[config.mk]
export PLATFORM = sky130hd
export DESIGN_NAME = rx_tmr_sched
export DESIGN_NICKNAME = d
export VERILOG_FILES = /design/src/rtl/rx_tmr_sched.sv
export SDC_FILE = /design/constraint.sdc
export NUM_CORES = 1
export LEC_CHECK = 0
export ABC_CLOCK_PERIOD_IN_PS = 3200
export BUFFER_PORTS_ARGS = -buffer_cell sky130_fd_sc_hd__buf_2
export CORE_MARGIN = 5
export CORE_UTILIZATION = 51
export DETAILED_ROUTE_END_ITERATION = 12
export GPL_TIMING_DRIVEN = 1
export MAX_ROUTING_LAYER = met4
export PLACE_DENSITY = 0.81
export SYNTH_ARGS = -nofsm -noshare
export SYNTH_HDL_FRONTEND = slang
export SYNTH_SLANG_ARGS = --single-unit
[constraint.sdc]
create_clock -name clk -period 3.2 [get_ports clk]
set_clock_uncertainty 0.15 [all_clocks]
set_input_delay 0.16 -clock clk [delete_from_list [all_inputs] [get_ports clk]]
set_output_delay 0.16 -clock clk [all_outputs]
set_load 0.02 [all_outputs]
[src/rtl/rx_tmr_sched.sv]
// rx_tmr_sched: receiver-side redundancy scheduler placed ahead of data_dec.
// The block collects one frame from each required link and picks simplex,
// duplex or TMR from the decoded mode and err_rate. It then votes and sends
// one avl strobe with the voted frame.
// Optional feature: define VOTE_STATS_EN to add the saturating vote_miss_cnt
// output and its counter.
module rx_tmr_sched #(
    parameter int data_l  = 14,
    parameter int TIMEOUT = 64,
    parameter int ERR_TH  = 4
`ifdef VOTE_STATS_EN
    , parameter int CNT_W = 8
`endif
) (
    input  logic                  clk,
    input  logic                  rst,
    input  logic [2:0]            ch_valid,
    input  logic [3*data_l-1:0]   ch_data,
    output logic [2:0]            ch_ready,
    input  logic [1:0]            mode,
    input  logic [3:0]            err_rate,
    output logic                  avl,
    output logic [data_l-1:0]     data,
    output logic [1:0]            active_mode,
    output logic                  mismatch,
    output logic                  timeout_err
`ifdef VOTE_STATS_EN
    , output logic [CNT_W-1:0]    vote_miss_cnt
`endif
);

    typedef enum logic [1:0] {S_IDLE, S_COLLECT, S_VOTE, S_ISSUE} state_t;

    localparam int TMO_W = (TIMEOUT > 2) ? $clog2(TIMEOUT) : 1;

    state_t              state_q, state_d;
    logic [2:0]          req_q, got_q;
    logic [TMO_W-1:0]    tmo_q;
    logic [1:0]          am_q;
    logic [data_l-1:0]   cap_q [3];
    logic [data_l-1:0]   data_q;

    logic [2:0]          beats;
    logic                done;
    logic                tmo_last;
    logic [1:0]          eff;
    logic [data_l-1:0]   maj;
    logic [data_l-1:0]   vote_r;
    logic                vote_bad;

    assign beats    = ch_valid & ch_ready;
    assign done     = ((got_q | beats) == req_q);
    assign tmo_last = (tmo_q == TMO_W'(TIMEOUT - 1));

    // Effective redundancy: a high error rate or mode 3 forces TMR.
    always_comb begin
        // NOTE: a default assignment on every path keeps this logic purely combinational, so no latch is inferred.
        eff = mode;
        if (err_rate >= 4'(ERR_TH) || mode == 2'd3) eff = 2'd2;
    end

    // Bitwise majority of the captured copies and the disagreement flag.
    always_comb begin
        maj      = (cap_q[0] & cap_q[1]) | (cap_q[1] & cap_q[2]) | (cap_q[0] & cap_q[2]);
        vote_r   = cap_q[0];
        vote_bad = 1'b0;
        case (am_q)
            2'd0: vote_bad = 1'b0;
            2'd1: vote_bad = (cap_q[0] != cap_q[1]);
            default: begin
                vote_r   = maj;
                vote_bad = (cap_q[0] != maj) | (cap_q[1] != maj) | (cap_q[2] != maj);
            end
        endcase
    end

    // State register.
    always_ff @(posedge clk or posedge rst) begin
        if (rst) state_q <= S_IDLE;
        // NOTE: clocked state uses non-blocking assignments, so every flop samples values from before the edge.
        else     state_q <= state_d;
    end

    // Next-state logic: a duplex disagreement drops the frame, and completion takes priority over timeout.
    always_comb begin
        state_d = state_q;
        case (state_q)
            S_IDLE:    state_d = S_COLLECT;
            S_COLLECT: begin
                if (done)          state_d = S_VOTE;
                else if (tmo_last) state_d = S_IDLE;
            end
            S_VOTE:    state_d = (am_q == 2'd1 && vote_bad) ? S_IDLE : S_ISSUE;
            default:   state_d = S_IDLE;
        endcase
    end

    // Outputs decoded from state: handshakes and one-cycle pulses.
    always_comb begin
        ch_ready    = 3'b000;
        avl         = 1'b0;
        mismatch    = 1'b0;
        timeout_err = 1'b0;
        case (state_q)
            S_COLLECT: begin
                ch_ready    = ~req_q | ~got_q;
                timeout_err = tmo_last & ~done;
            end
            S_VOTE:  mismatch = vote_bad;
            S_ISSUE: avl      = 1'b1;
            default: ;
        endcase
    end

    // Per-frame bookkeeping, channel capture and the held output frame.
    always_ff @(posedge clk or posedge rst) begin
        if (rst) begin
            req_q  <= 3'b000;
            got_q  <= 3'b000;
            tmo_q  <= '0;
            am_q   <= 2'd2;
            data_q <= '0;
            // NOTE: the capture registers are cleared as well, so the voter never reads X after reset.
            for (int i = 0; i < 3; i++) cap_q[i] <= '0;
        end else begin
            case (state_q)
                S_IDLE: begin
                    am_q  <= eff;
                    req_q <= (eff == 2'd0) ? 3'b001 : (eff == 2'd1) ? 3'b011 : 3'b111;
                    got_q <= 3'b000;
                    tmo_q <= '0;
                end
                S_COLLECT: begin
                    got_q <= got_q | (beats & req_q);
                    tmo_q <= tmo_q + 1'b1;
                    for (int i = 0; i < 3; i++)
                        if (beats[i] && req_q[i]) cap_q[i] <= ch_data[i*data_l +: data_l];
                end
                S_VOTE: if (state_d == S_ISSUE) data_q <= vote_r;
                default: ;
            endcase
        end
    end

    assign data        = data_q;
    assign active_mode = am_q;

`ifdef VOTE_STATS_EN
    logic [CNT_W-1:0] miss_q;

    // Saturating count of mismatch pulses, cleared only by reset.
    always_ff @(posedge clk or posedge rst) begin
        if (rst)                        miss_q <= '0;
        else if (mismatch && ~&miss_q)  miss_q <= miss_q + 1'b1;
    end

    assign vote_miss_cnt = miss_q;
`endif

endmodule
# [Word-level counts from Yosys, hierarchy flattened]
# Cells that the tools add are included.
[classes] addsub=1 order_cmp=1 n_eq_ne=13 mux=15 bitwise=16 reduce_logical=14
[op_table] operator="!= test 14 bit" count=4
[op_table] operator="AND 14 bit" count=3
[op_table] operator="OR 14 bit" count=2
[op_table] operator="2-to-1 mux 14 bit" count=1
[op_table] operator="one-hot mux 6 bit (2 select lines)" count=1
[op_table] operator="2-to-1 mux 3 bit" count=3
[op_table] operator="OR 3 bit" count=3
[op_table] operator="== test 2 bit (second input constant)" count=4
[op_table] operator="2-to-1 mux 2 bit" count=4
[op_table] operator="AND reduction 2 bit" count=4
[op_table] operator="adder 6 x 1 -> 6 bit (second input constant)" count=1
[op_table] operator="AND 3 bit" count=2
[op_table] operator="== test 2 x 1 -> 1 bit (second input constant)" count=3
[op_table] operator="== test 6 bit (second input constant)" count=1
[op_table] operator="logical NOT 2 bit" count=3
[op_table] operator="NOT 3 bit" count=2
[op_table] operator="one-hot mux 2 bit (3 select lines)" count=1
[op_table] operator="one-hot mux 3 bit (2 select lines)" count=1
[op_table] operator="greater-or-equal comparator 4 x 3 -> 1 bit (second input constant)" count=1
[op_table] operator="logical AND 1 bit" count=4
[op_table] operator="== test 3 bit" count=1
[op_table] operator="2-to-1 mux 1 bit" count=3
[op_table] operator="OR 1 bit" count=2
[op_table] operator="one-hot mux 1 bit (2 select lines)" count=1
[op_table] operator="5 further kinds" count=5
[word_totals] ff_bits=72 inputBits=53 word_cells=69

# [Longest topological paths before layout]
# Gate-level depths: netlist of the first run.
[depth] ltp_word=12 ltp_mapped=7 ltp_nobuf=6

# [Worst setup path before layout of the first run]
# Ideal clock, no wire load.
[synth_path] kind="register to register" startpoint="reg cap_q[18] in the netlist's numbering" endpoint="reg data_q[0], in the netlist data[0]" arrival_ps=1938 t_required_ps=2925 slack_ps=987 stages_incl_launch_ff=7 cell_sequence="dfrtp_1 ha_1 nor4_1 nand4_1 a31oi_4 buf_12 mux2_4"
[synth_via] elab_chain_len=12 elab_cells_between_ends=16 classes_between="eq/ne: 5; mux: 3; bitwise: 6; reduce/logical: 2"
[synth_lines] element="start, declared" line_no="40" rtl="logic [data_l-1:0] cap_q [3];"
[synth_lines] element="start signal, assigned by index" line_no="137" rtl="if (beats[i] && req_q[i]) cap_q[i] <= ch_data[i*data_l +: data_l];"
[synth_lines] element="AND 14 bit" line_no="64" rtl="maj = (cap_q[0] & cap_q[1]) | (cap_q[1] & cap_q[2]) | (cap_q[0] & cap_q[2]);"
[synth_lines] element="OR 14 bit (2 in series)" line_no="64"
[synth_lines] element="!= test 14 bit" line_no="72" rtl="vote_bad = (cap_q[0] != maj) | (cap_q[1] != maj) | (cap_q[2] != maj);"
[synth_lines] element="OR 1 bit (2 in series)" line_no="72"
[synth_lines] element="one-hot mux 1 bit (2 select lines) *" line_no="67" rtl="case (am_q)"
[synth_lines] element="logical AND 1 bit *" line_no="93" rtl="S_VOTE: state_d = (am_q == 2'd1 && vote_bad) ? S_IDLE : S_ISSUE;"
[synth_lines] element="2-to-1 mux 2 bit *" line_no="93"
[synth_lines] element="one-hot mux 2 bit (3 select lines) *" line_no="87" rtl="case (state_q)"
[synth_lines] element="== test 2 bit *" line_no="139" rtl="S_VOTE: if (state_d == S_ISSUE) data_q <= vote_r;"
[synth_lines] element="AND reduction 2 bit (no line) *"
[synth_lines] element="end signal, assigned" line_no="139"
[synth_lines] element="end, declared" line_no="41" rtl="logic [data_l-1:0] data_q;"
# Every way passes the cells marked *; elsewhere a longest branch is shown, timed or not.
# A chain may end at the register's enable or synchronous reset.

# [Worst setup path in the final report of the first run]
[layout_path] startpoint="reg cap_q[27] in the netlist's numbering" endpoint="out mismatch"
[layout_via] elab_chain_len=8 elab_cells_between_ends=12 classes_between="eq/ne: 4; mux: 2; bitwise: 6"
[layout_lines] element="AND 14 bit" line_no="64"
[layout_lines] element="OR 14 bit (2 in series)" line_no="64"
[layout_lines] element="!= test 14 bit" line_no="72"
[layout_lines] element="OR 1 bit (2 in series)" line_no="72"
[layout_lines] element="one-hot mux 1 bit (2 select lines) *" line_no="67"
[layout_lines] element="2-to-1 mux 1 bit *" line_no="104" rtl="case (state_q)"
[layout_lines] element="end, declared" line_no="25" rtl="output logic mismatch,"
# Marked as above.

==> results.sh, run 1 <==
export IMPL_holdCritPathClass="in -> reg"
export IMPL_holdPathStages=4
export IMPL_cp_slowest_cell="dfrtp_1"
export IMPL_reg2reg_slack_ns=0.64
export IMPL_dp_slack_ns=0.649
export IMPL_vias_per_cell=5.55
export IMPL_whs_ns=0.0445
export IMPL_cpPeakStageDelay_ns=0.44
export IMPL_yosys_warnings=0
export IMPL_worstReg2RegEnd="data[13]$_DFFE_PP0P_"
export IMPL_synth_edf_count=0
export IMPL_tns_ns=0
export IMPL_fin_crit_sh=0.884
export IMPL_die_h_um=97.1
export IMPL_crit_chain="ha_1 -> or4_1 -> a32oi_1 -> nand3_1 -> nor4_1 -> a31oi_1 -> buf_2"
export IMPL_post_cts_buffers=0
export IMPL_synth_top_cell_area_share=0.459
export IMPL_rsz0062_at_grt="no"
export IMPL_cp_arrival_ns=2.52
export IMPL_post_cts_resized=0
export IMPL_intPower_mw=1.48
export IMPL_layout_min_cycle_time_ns=2.83
export IMPL_p_comb_frac=0.127
export IMPL_leakage_nw=2.46
export IMPL_synth_most_common_cell="dfrtp_1"
export IMPL_start_util=0.528
export IMPL_drc=0
export IMPL_end_kind="output pin"
export IMPL_cts_tree="done"
export IMPL_wl_per_cell_um=16.2
export IMPL_slew_headroom=0.499
export IMPL_dp_hpwl_mm=6.60
export IMPL_synth_largest_area_cell="dfrtp_1"
export IMPL_cp_required_ns=2.89
export IMPL_finish_utilization=0.682
export IMPL_netlist_area_sq_um=3870
export IMPL_die_area_sq_um=9420
export IMPL_drt_total_wl_mm=9.28
export IMPL_maxCapViolations=0
export IMPL_pin_count=75
export IMPL_p_sw_frac=0.259
export IMPL_timing_final_ws_setup_ns=0.371
export IMPL_synthArstFlopShare=1.00
export IMPL_grt_overflow_total=0
export IMPL_critPathBufInv=1
export IMPL_synth_seq_area_share=0.466
export IMPL_grt_max_degree=27
export IMPL_max_freq_mhz=353
export IMPL_path_delay_family="simple AND/OR/NAND/NOR gates"
export IMPL_die_x_um=97.1
export IMPL_outcome="finished, final reports clean"
export IMPL_synth_commonest_cells="dfrtp_1 (71), mux2_2 (33), nor2_1 (30)"
export IMPL_slew_viol_final=0
export IMPL_crit_fanout=6
export IMPL_rr_worst_depth=6
export IMPL_antenna_found_initial=0
export IMPL_synthTopCellsByArea="dfrtp_1 (46%), mux2_2 (9.6%), mux2_1 (5.2%)"
export IMPL_start_kind="register"
export IMPL_hold_violations=0
export IMPL_cts_buffers=9
export IMPL_std_cell_rows=31
export IMPL_vias=3177
export IMPL_clk_pin_slew_ns=0.08
export IMPL_rr_startpoint="cap_q[17]$_DFFE_PP0P_"
export IMPL_tightest_slew_ns=0.749
export IMPL_clk_latency_ns=0.35
export IMPL_p_seq_frac=0.508
export IMPL_syn_inst=344
export IMPL_grt_use_total=0.213
export IMPL_first_global_vias=3213
export IMPL_holdPathEnd="req_q[2]$_DFFE_PP0P_"
export IMPL_synth_area_per_cell_sq_um=11.2
export IMPL_grt_pass1_wl_mm=15.8
export IMPL_path_class="reg -> out"
export IMPL_synth_cell_type_count=51
export IMPL_peakVddDrop_mv=0.322
export IMPL_detail_route_antenna_nets=0
export IMPL_gp_congestion=0.863
export IMPL_drt_iter0_markers=166
export IMPL_cts_sinks=72
export IMPL_synth_seq_cells=72
export IMPL_hp_start="err_rate[3]"
export IMPL_dr_pass1_iters=5
export IMPL_syn_nets=412
export IMPL_diodes=0
export IMPL_synth_ff_type="dfrtp_1"
export IMPL_syn_to_final_growth_pct=29.2
export IMPL_nets=536
export IMPL_port_buffer_count=72
export IMPL_htree_num_levels=3
export IMPL_drive_gt1_frac=0.313
export IMPL_cts_root_buf="clkbuf_8"
export IMPL_core_area_sq_um=7330
export IMPL_power_density_nw_per_um2=400
export IMPL_power_switching_mw=0.518
export IMPL_p_clk_frac=0.366
export IMPL_setup_violations=0
export IMPL_cts_buffer_depth=2
-- timing repair --
item	4_1_cts	5_1_grt
endpoints found under the hold margin	65	0
hold buffers	47	0
setup endpoints to repair	0	0
-- cells in the final DEF, fill, tap and decap left out, drive strengths merged, types with 2 or more instances in the layout --
cell,count
o21ai,18
nand3,8
nand4,3
xnor2,4
and3,3
nor4,8
buf,76
clkinv,2
dlygate4sd3,47
or2,3
nor3,6
nor2,30
o32a,5
a31oi,3
clkbuf,10
a21o,2
nor3b,2
o2111ai,2
o21a,2
a211oi,2
a21oi,17
clkinvlp,2
a32oi,3
nand2,10
o22ai,3
ha,15
or4,4
a22o,4
a22oi,10
mux2,59
dfrtp,71
inv,20
nand2b,5
or3,2
-- stage by stage --
step                area (sq um)  cells  power [mW]
floorplan                   3870    344        1.15
global placement            4320    509        1.23
detailed placement          4320    509        1.24
CTS                         5000    572        2.01
global route                5000    572        2.09
finish                      5000    572        2.00
-- power groups by stage --
stage	Clock [mW]	Sequential [mW]	Combinational, mW
after detailed placement	0	1.03	0.208
after global placement	0	1.03	0.205
final	0.731	1.02	0.253
after floorplan	0	1.02	0.138
after global routing	0.780	1.02	0.284
after CTS	0.744	1.01	0.253
-- cell type report --
class / count / area (sq um)
Fill cell: 560 / 2330
Multi-Input combinational cell: 243 / 1930
Sequential cell: 72 / 1800
Timing Repair Buffer: 123 / 861
Clock buffer: 10 / 138
Tap cell: 99 / 124
Inverter: 19 / 71.3
Clock inverter: 6 / 67.6
-- kinds of logic after synthesis --
group / Yosys count / synth area share
and+or+nand+nor: 86 / 0.118
AOI/OAI and AO/OA: 77 / 0.140
DFF: 72 / 0.466
muxes: 60 / 0.182
buffers and inverters: 29 / 0.0336
adders and majority gates: 15 / 0.0485
xor gates and xnor gates: 5 / 0.0113
-- worst reg2reg max path: cells and delay by family (launching register included) --
kind / cells / cell delay [ns]
multiplexers: 1 / 0.35
flip-flops: 1 / 0.45
AO/OA/AOI/OAI: 1 / 0.36
AND/OR/NAND/NOR: 2 / 0.58
buffers and inverters: 1 / 0.24
adder cells (fa/ha/maj): 1 / 0.34
-- sequential cells by signal, indices dropped and copies added (netlist names) --
name	count
cap_q	42
data	14
tmo_q	6
got_q	3
req_q	3
active_mode	2
state_q	2
-- per-layer routing --
| metal | GRT usage | vias up | part of all wire |
|---|---|---|---|
| met2 | 0.344 | 100 | 0.49 |
| met3 | 0.0474 | 18 | 0.059 |
| met5 | - | - | 0 |
| met1 | 0.270 | 1527 | 0.44 |
| met4 | 0.0605 | 0 | 0.016 |
| li1 | - | 1532 | - |
-- worst max path at each step --
stage,depth (start not counted),start,endpoint,slack (ns)
after global routing,7,cap_q[27]$_DFFE_PP0P_,mismatch,0.28
after global placement,6,cap_q[17]$_DFFE_PP0P_,data[7]$_DFFE_PP0P_,0.68
after CTS,7,cap_q[27]$_DFFE_PP0P_,mismatch,0.40
final,7,cap_q[27]$_DFFE_PP0P_,mismatch,0.37
after floorplan,6,cap_q[18]$_DFFE_PP0P_,data[0]$_DFFE_PP0P_,0.99
after detailed placement,6,cap_q[17]$_DFFE_PP0P_,data[13]$_DFFE_PP0P_,0.65
(Power assumes the default switching activity.)
==> inputs of run 2 (changes only) <==
--- a/config.mk
+++ b/config.mk
@@ -10,3 +10,3 @@
 export CORE_MARGIN = 5
-export CORE_UTILIZATION = 51
+export CORE_UTILIZATION = 30
 export DETAILED_ROUTE_END_ITERATION = 12
@@ -14,3 +14,3 @@
 export MAX_ROUTING_LAYER = met4
-export PLACE_DENSITY = 0.81
+export PLACE_DENSITY = 0.55
 export SYNTH_ARGS = -nofsm -noshare
==> constraint.sdc (replaced) <==
create_clock -name clk -period 3.2 [get_ports clk]
set_clock_uncertainty 0.15 [all_clocks]
set_input_delay 0.96 -clock clk [delete_from_list [all_inputs] [get_ports clk]]
set_output_delay 0.96 -clock clk [all_outputs]
set_load 0.02 [all_outputs]
==> run 2 against run 1 <==
Against the previous run:
- the flow now finishes with violations (setup timing)
- highest routed layer unchanged
- maximum frequency decreased by 17%
- global-route usage shrank 6.8 points
- non-clock buffer count decreased by 22
- worst hold slack improved by 0.31 ns
- largest power group is now clock
==> results.sh, run 2 (synthesis gave the netlist of run 1 again) <==
export IMPL_crit_top_cell="buf_4"
export IMPL_regMostFlops="cap_q"
export IMPL_grt_pass1_wl_mm=16.4
export IMPL_rsz0062_at_grt="yes"
export IMPL_crit_chain="buf_4 -> or4_1 -> a222oi_1 -> nand4_1 -> nor4_2 -> a31oi_1 -> buf_4"
export IMPL_drc=0
export IMPL_die_h_um=124
export IMPL_cpPeakStageDelay_ns=0.50
export IMPL_die_area_sq_um=15300
export IMPL_dp_slack_ns=0.0927
export IMPL_nets=514
export IMPL_vias=3019
export IMPL_holdPathStages=1
export IMPL_start_util=0.306
export IMPL_syn_to_final_growth_pct=29.3
export IMPL_violations="setup timing"
export IMPL_std_cell_rows=41
export IMPL_holdCritPathClass="reg -> reg"
export IMPL_layout_min_cycle_time_ns=3.41
export IMPL_drive_gt1_frac=0.395
export IMPL_path_class="reg -> out"
export IMPL_multiInputGateArea_sq_um=1950
export IMPL_crit_fanout=5
export IMPL_critPathBufInv=2
export IMPL_largest_reg_flops=42
export IMPL_outcome="finished, violations left"
export IMPL_path_delay_family="simple AND/OR/NAND/NOR gates"
export IMPL_die_x_um=124
export IMPL_regArea_sq_um=1800
export IMPL_fin_area_sq_um=5000
export IMPL_finish_utilization=0.396
export IMPL_pin_count=75
export IMPL_cts_tree="done"
export IMPL_final_cell_mix="dfrtp_1 (71), buf_2 (71), mux2_2 (33)"
export IMPL_reg2reg_slack_ns=0.47
export IMPL_design_power_total_mw=2.46
export IMPL_cp_required_ns=2.09
export IMPL_crit_path_start="cap_q[24]$_DFFE_PP0P_"
export IMPL_fin_crit_sh=1.06
export IMPL_postPlaceCellArea_sq_um=4630
export IMPL_cp_slowest_cell="or4_1"
export IMPL_hp_start="data[9]$_DFFE_PP0P_"
export IMPL_dr_pass1_iters=4
export IMPL_drt_total_wl_mm=10.2
export IMPL_dpl_cell_count=607
export IMPL_end_kind="output pin"
export IMPL_cts_root_buf="clkbuf_16"
export IMPL_core_area_sq_um=12600
export IMPL_leakage_nw=2.47
export IMPL_wl_per_cell_um=16.4
export IMPL_whs_ns=0.351
export IMPL_diodes=0
export IMPL_max_freq_mhz=294
export IMPL_stdcell_count=623
export IMPL_port_buffer_count=72
export IMPL_clk_pin_slew_ns=0.06
export IMPL_power_density_nw_per_um2=492
export IMPL_grt_overflow_total=0
export IMPL_hold_violations=0
export IMPL_timing_final_ws_setup_ns=-0.205
export IMPL_drt_iter0_markers=142
export IMPL_peakVddDrop_mv=0.286
export IMPL_cp_arrival_ns=2.30
export IMPL_tightest_slew_ns=0.725
export IMPL_htree_num_levels=3
export IMPL_gp_congestion=0.813
export IMPL_clk_latency_ns=0.33
export IMPL_wl_met3_um=477
export IMPL_rr_worst_depth=7
export IMPL_setup_violations=1
export IMPL_dp_hpwl_mm=7.71
export IMPL_rr_startpoint="cap_q[15]$_DFFE_PP0P_"
export IMPL_first_global_vias=3200
export IMPL_wl_met2_mm=4.77
export IMPL_start_kind="register"
export IMPL_slew_viol_final=0
export IMPL_grt_max_degree=35
export IMPL_slew_headroom=0.515
export IMPL_tns_ns=-0.205
export IMPL_antenna_found_initial=0
export IMPL_grt_use_total=0.145
export IMPL_cts_buffers=9
export IMPL_holdBufCountCts=0
export IMPL_wl_met1_mm=4.91
export IMPL_detail_route_antenna_nets=0
export IMPL_vias_per_cell=4.85
export IMPL_holdPathEnd="data[9]$_DFFE_PP0P_"
export IMPL_cts_buffer_depth=2
export IMPL_top_layer="met4"
export IMPL_fillers=1254
export IMPL_maxCapViolations=0
export IMPL_cts_sinks=72
export IMPL_worstReg2RegEnd="data[6]$_DFFE_PP0P_"
-- run 2: layout make-up --
class,count,area share
multi-input cells,243,0.390
inverters,19,0.0143
repair buffers,101,0.121
clock buffers,10,0.0478
clock inverters,6,0.0230
flip-flops and latches,72,0.361
well taps,172,0.0430
-- run 2: repair_timing --
item / CTS / global route
pin swaps: 3 / 0
gates resized for setup: 5 / 1
setup buffers: 0 / 0
setup endpoints to repair: 1 / 1
-- run 2: how the worst max path moves through the flow --
stage / to / depth (start not counted)
floorplan: timeout_err / 4
global placement: mismatch / 7
detailed placement: mismatch / 7
CTS: mismatch / 7
global route: mismatch / 7
finish: mismatch / 7
-- run 2: routing by layer --
metal	global-route usage	up-vias
li1	-	1480
met3	0.0270	5
met5	-	-
met2	0.223	77
met1	0.199	1457
met4	0.0381	0
-- run 2: where the power goes --
part	internal [mW]	leakage [nW]	switching, mW
clock	0.786	0.169	0.390
sequential	0.954	0.934	0.0386
combinational	0.149	1.36	0.143
total	1.89	2.47	0.572
==> inputs of run 3 (changes only) <==
MAX_ROUTING_LAYER = not set   (was met4)
==> run 3 against run 2 <==
Against the previous run:
- the run still ends with setup timing left
- clock power about the same
- setup slack worse by 0.0026 ns
- sequential share of layout area unchanged
- flip-flop and latch count unchanged
- global-route usage is 0.40 points lower
- final cell count unchanged
- wire length about the same
- combinational power barely moved
- sequential power barely moved
- power grew 0.11%
- first-iteration DRC count is 7.0% lower
- via count shrank 0.30%
- largest cell class unchanged
==> results.sh, run 3 (synthesis gave the netlist of run 1 again) <==
export IMPL_first_global_vias=3198
export IMPL_start_kind="register"
export IMPL_std_cell_rows=41
export IMPL_critPathBufInv=2
export IMPL_peakVddDrop_mv=0.286
export IMPL_design_power_total_mw=2.46
export IMPL_clk_latency_ns=0.33
export IMPL_holdBufCountCts=0
export IMPL_holdCritPathClass="reg -> reg"
export IMPL_path_class="reg -> out"
export IMPL_regArea_sq_um=1800
export IMPL_maxCapViolations=0
export IMPL_dr_pass1_iters=4
export IMPL_rsz0062_at_grt="yes"
export IMPL_leakage_nw=2.47
export IMPL_fillers=1254
export IMPL_vias_per_cell=4.83
export IMPL_fin_crit_sh=1.06
export IMPL_drc=0
export IMPL_start_util=0.306
export IMPL_grt_overflow_total=0
export IMPL_cpPeakStageDelay_ns=0.50
export IMPL_dp_hpwl_mm=7.71
export IMPL_power_density_nw_per_um2=493
export IMPL_clk_pin_slew_ns=0.06
export IMPL_crit_top_cell="buf_4"
export IMPL_die_area_sq_um=15300
export IMPL_cp_arrival_ns=2.30
export IMPL_postPlaceCellArea_sq_um=4630
export IMPL_cp_required_ns=2.09
export IMPL_timing_final_ws_setup_ns=-0.208
export IMPL_drt_iter0_markers=132
export IMPL_cts_tree="done"
export IMPL_drive_gt1_frac=0.395
export IMPL_grt_use_total=0.141
export IMPL_die_x_um=124
export IMPL_crit_fanout=5
export IMPL_pin_count=75
export IMPL_post_cts_buffers=0
export IMPL_multiInputGateArea_sq_um=1950
export IMPL_end_kind="output pin"
export IMPL_port_buffer_count=72
export IMPL_grt_pass1_wl_mm=16.4
export IMPL_crit_chain="buf_4 -> or4_1 -> a222oi_1 -> nand4_1 -> nor4_2 -> a31oi_1 -> buf_4"
export IMPL_cts_root_buf="clkbuf_16"
export IMPL_fin_area_sq_um=5000
export IMPL_max_freq_mhz=293
export IMPL_path_delay_family="simple AND/OR/NAND/NOR gates"
export IMPL_cts_buffers=9
export IMPL_outcome="finished, violations left"
export IMPL_antenna_found_initial=0
export IMPL_nets=514
export IMPL_final_cell_mix="dfrtp_1 (71), buf_2 (71), mux2_2 (33)"
export IMPL_slew_headroom=0.531
export IMPL_gp_congestion=0.802
export IMPL_finish_utilization=0.396
export IMPL_cts_sinks=72
export IMPL_core_area_sq_um=12600
export IMPL_largest_reg_flops=42
export IMPL_htree_num_levels=3
export IMPL_violations="setup timing"
export IMPL_die_h_um=124
export IMPL_slew_viol_final=0
export IMPL_setup_violations=1
export IMPL_cp_slowest_cell="or4_1"
export IMPL_wl_per_cell_um=16.4
export IMPL_tightest_slew_ns=0.701
export IMPL_detail_route_antenna_nets=0
export IMPL_diodes=0
export IMPL_layout_min_cycle_time_ns=3.41
export IMPL_hold_violations=0
export IMPL_regMostFlops="cap_q"
export IMPL_drt_total_wl_mm=10.2
export IMPL_dp_slack_ns=0.0927
export IMPL_cts_buffer_depth=2
export IMPL_syn_to_final_growth_pct=29.3
export IMPL_grt_max_degree=35
export IMPL_vias=3010
==> run 3: final timing paths <==
path,from,to,slack [ns],depth (start not counted)
setup / recovery,cap_q[24]$_DFFE_PP0P_,mismatch,-0.21,7
hold / removal,data[9]$_DFFE_PP0P_,data[9]$_DFFE_PP0P_,0.35,1
setup reg to reg,cap_q[15]$_DFFE_PP0P_,data[8]$_DFFE_PP0P_,0.41,7
hold reg to reg,data[9]$_DFFE_PP0P_,data[9]$_DFFE_PP0P_,0.35,1
max in group asynchronous,rst,cap_q[31]$_DFFE_PP0P_,1.73,3
min in group asynchronous,rst,got_q[1]$_DFFE_PP0P_,0.55,2
==> run 3: per-stage QoR <==
stage | instances | setup TNS (ns) | hold WS, ns
3_3_place_gp | 607 | 0 | 0.338
4_1_cts | 623 | -0.172 | 0.357
6_report | 623 | -0.208 | 0.351
2_1_floorplan | 344 | 0 | 0.337
3_5_place_dp | 607 | 0 | 0.341
5_1_grt | 623 | -0.278 | 0.370
==> run 3: what timing repair did <==
item,CTS,global route
endpoints found under the hold margin,0,0
gates resized for setup,5,1
endpoints found under the setup margin,1,1
pin swaps,3,0
==> run 3: worst reg2reg max path, delay by kind of cell, from the launching register on <==
| kind | cells | cell delay [ns] |
|---|---|---|
| flip-flops | 1 | 0.42 |
| adder cells (fa/ha/maj) | 1 | 0.32 |
| AO/OA/AOI/OAI | 1 | 0.42 |
| buffers and inverters | 2 | 0.39 |
| AND/OR/NAND/NOR | 2 | 0.62 |
| multiplexers | 1 | 0.33 |
==> run 3: per-layer routing <==
metal | share of wire | track usage | up-vias
met1 | 0.49 | 0.195 | 1460
met3 | 0.043 | 0.0329 | 9
met4 | 0.011 | 0.0381 | 0
met5 | 0 | 0 | -
met2 | 0.46 | 0.223 | 58
li1 | - | - | 1483
==> run 3: area by class of cell <==
| class | count | area share |
|---|---|---|
| well taps | 172 | 0.0430 |
| clock inverters | 6 | 0.0230 |
| clock buffers | 10 | 0.0478 |
| repair buffers | 101 | 0.121 |
| multi-input cells | 243 | 0.390 |
| inverters | 19 | 0.0143 |
| flip-flops and latches | 72 | 0.361 |
==> run 3: report_power, final <==
part	leakage, nW	switching (mW)	internal, mW
Sequential	0.934	0.0384	0.954
Combinational	1.36	0.144	0.149
Clock	0.169	0.392	0.787
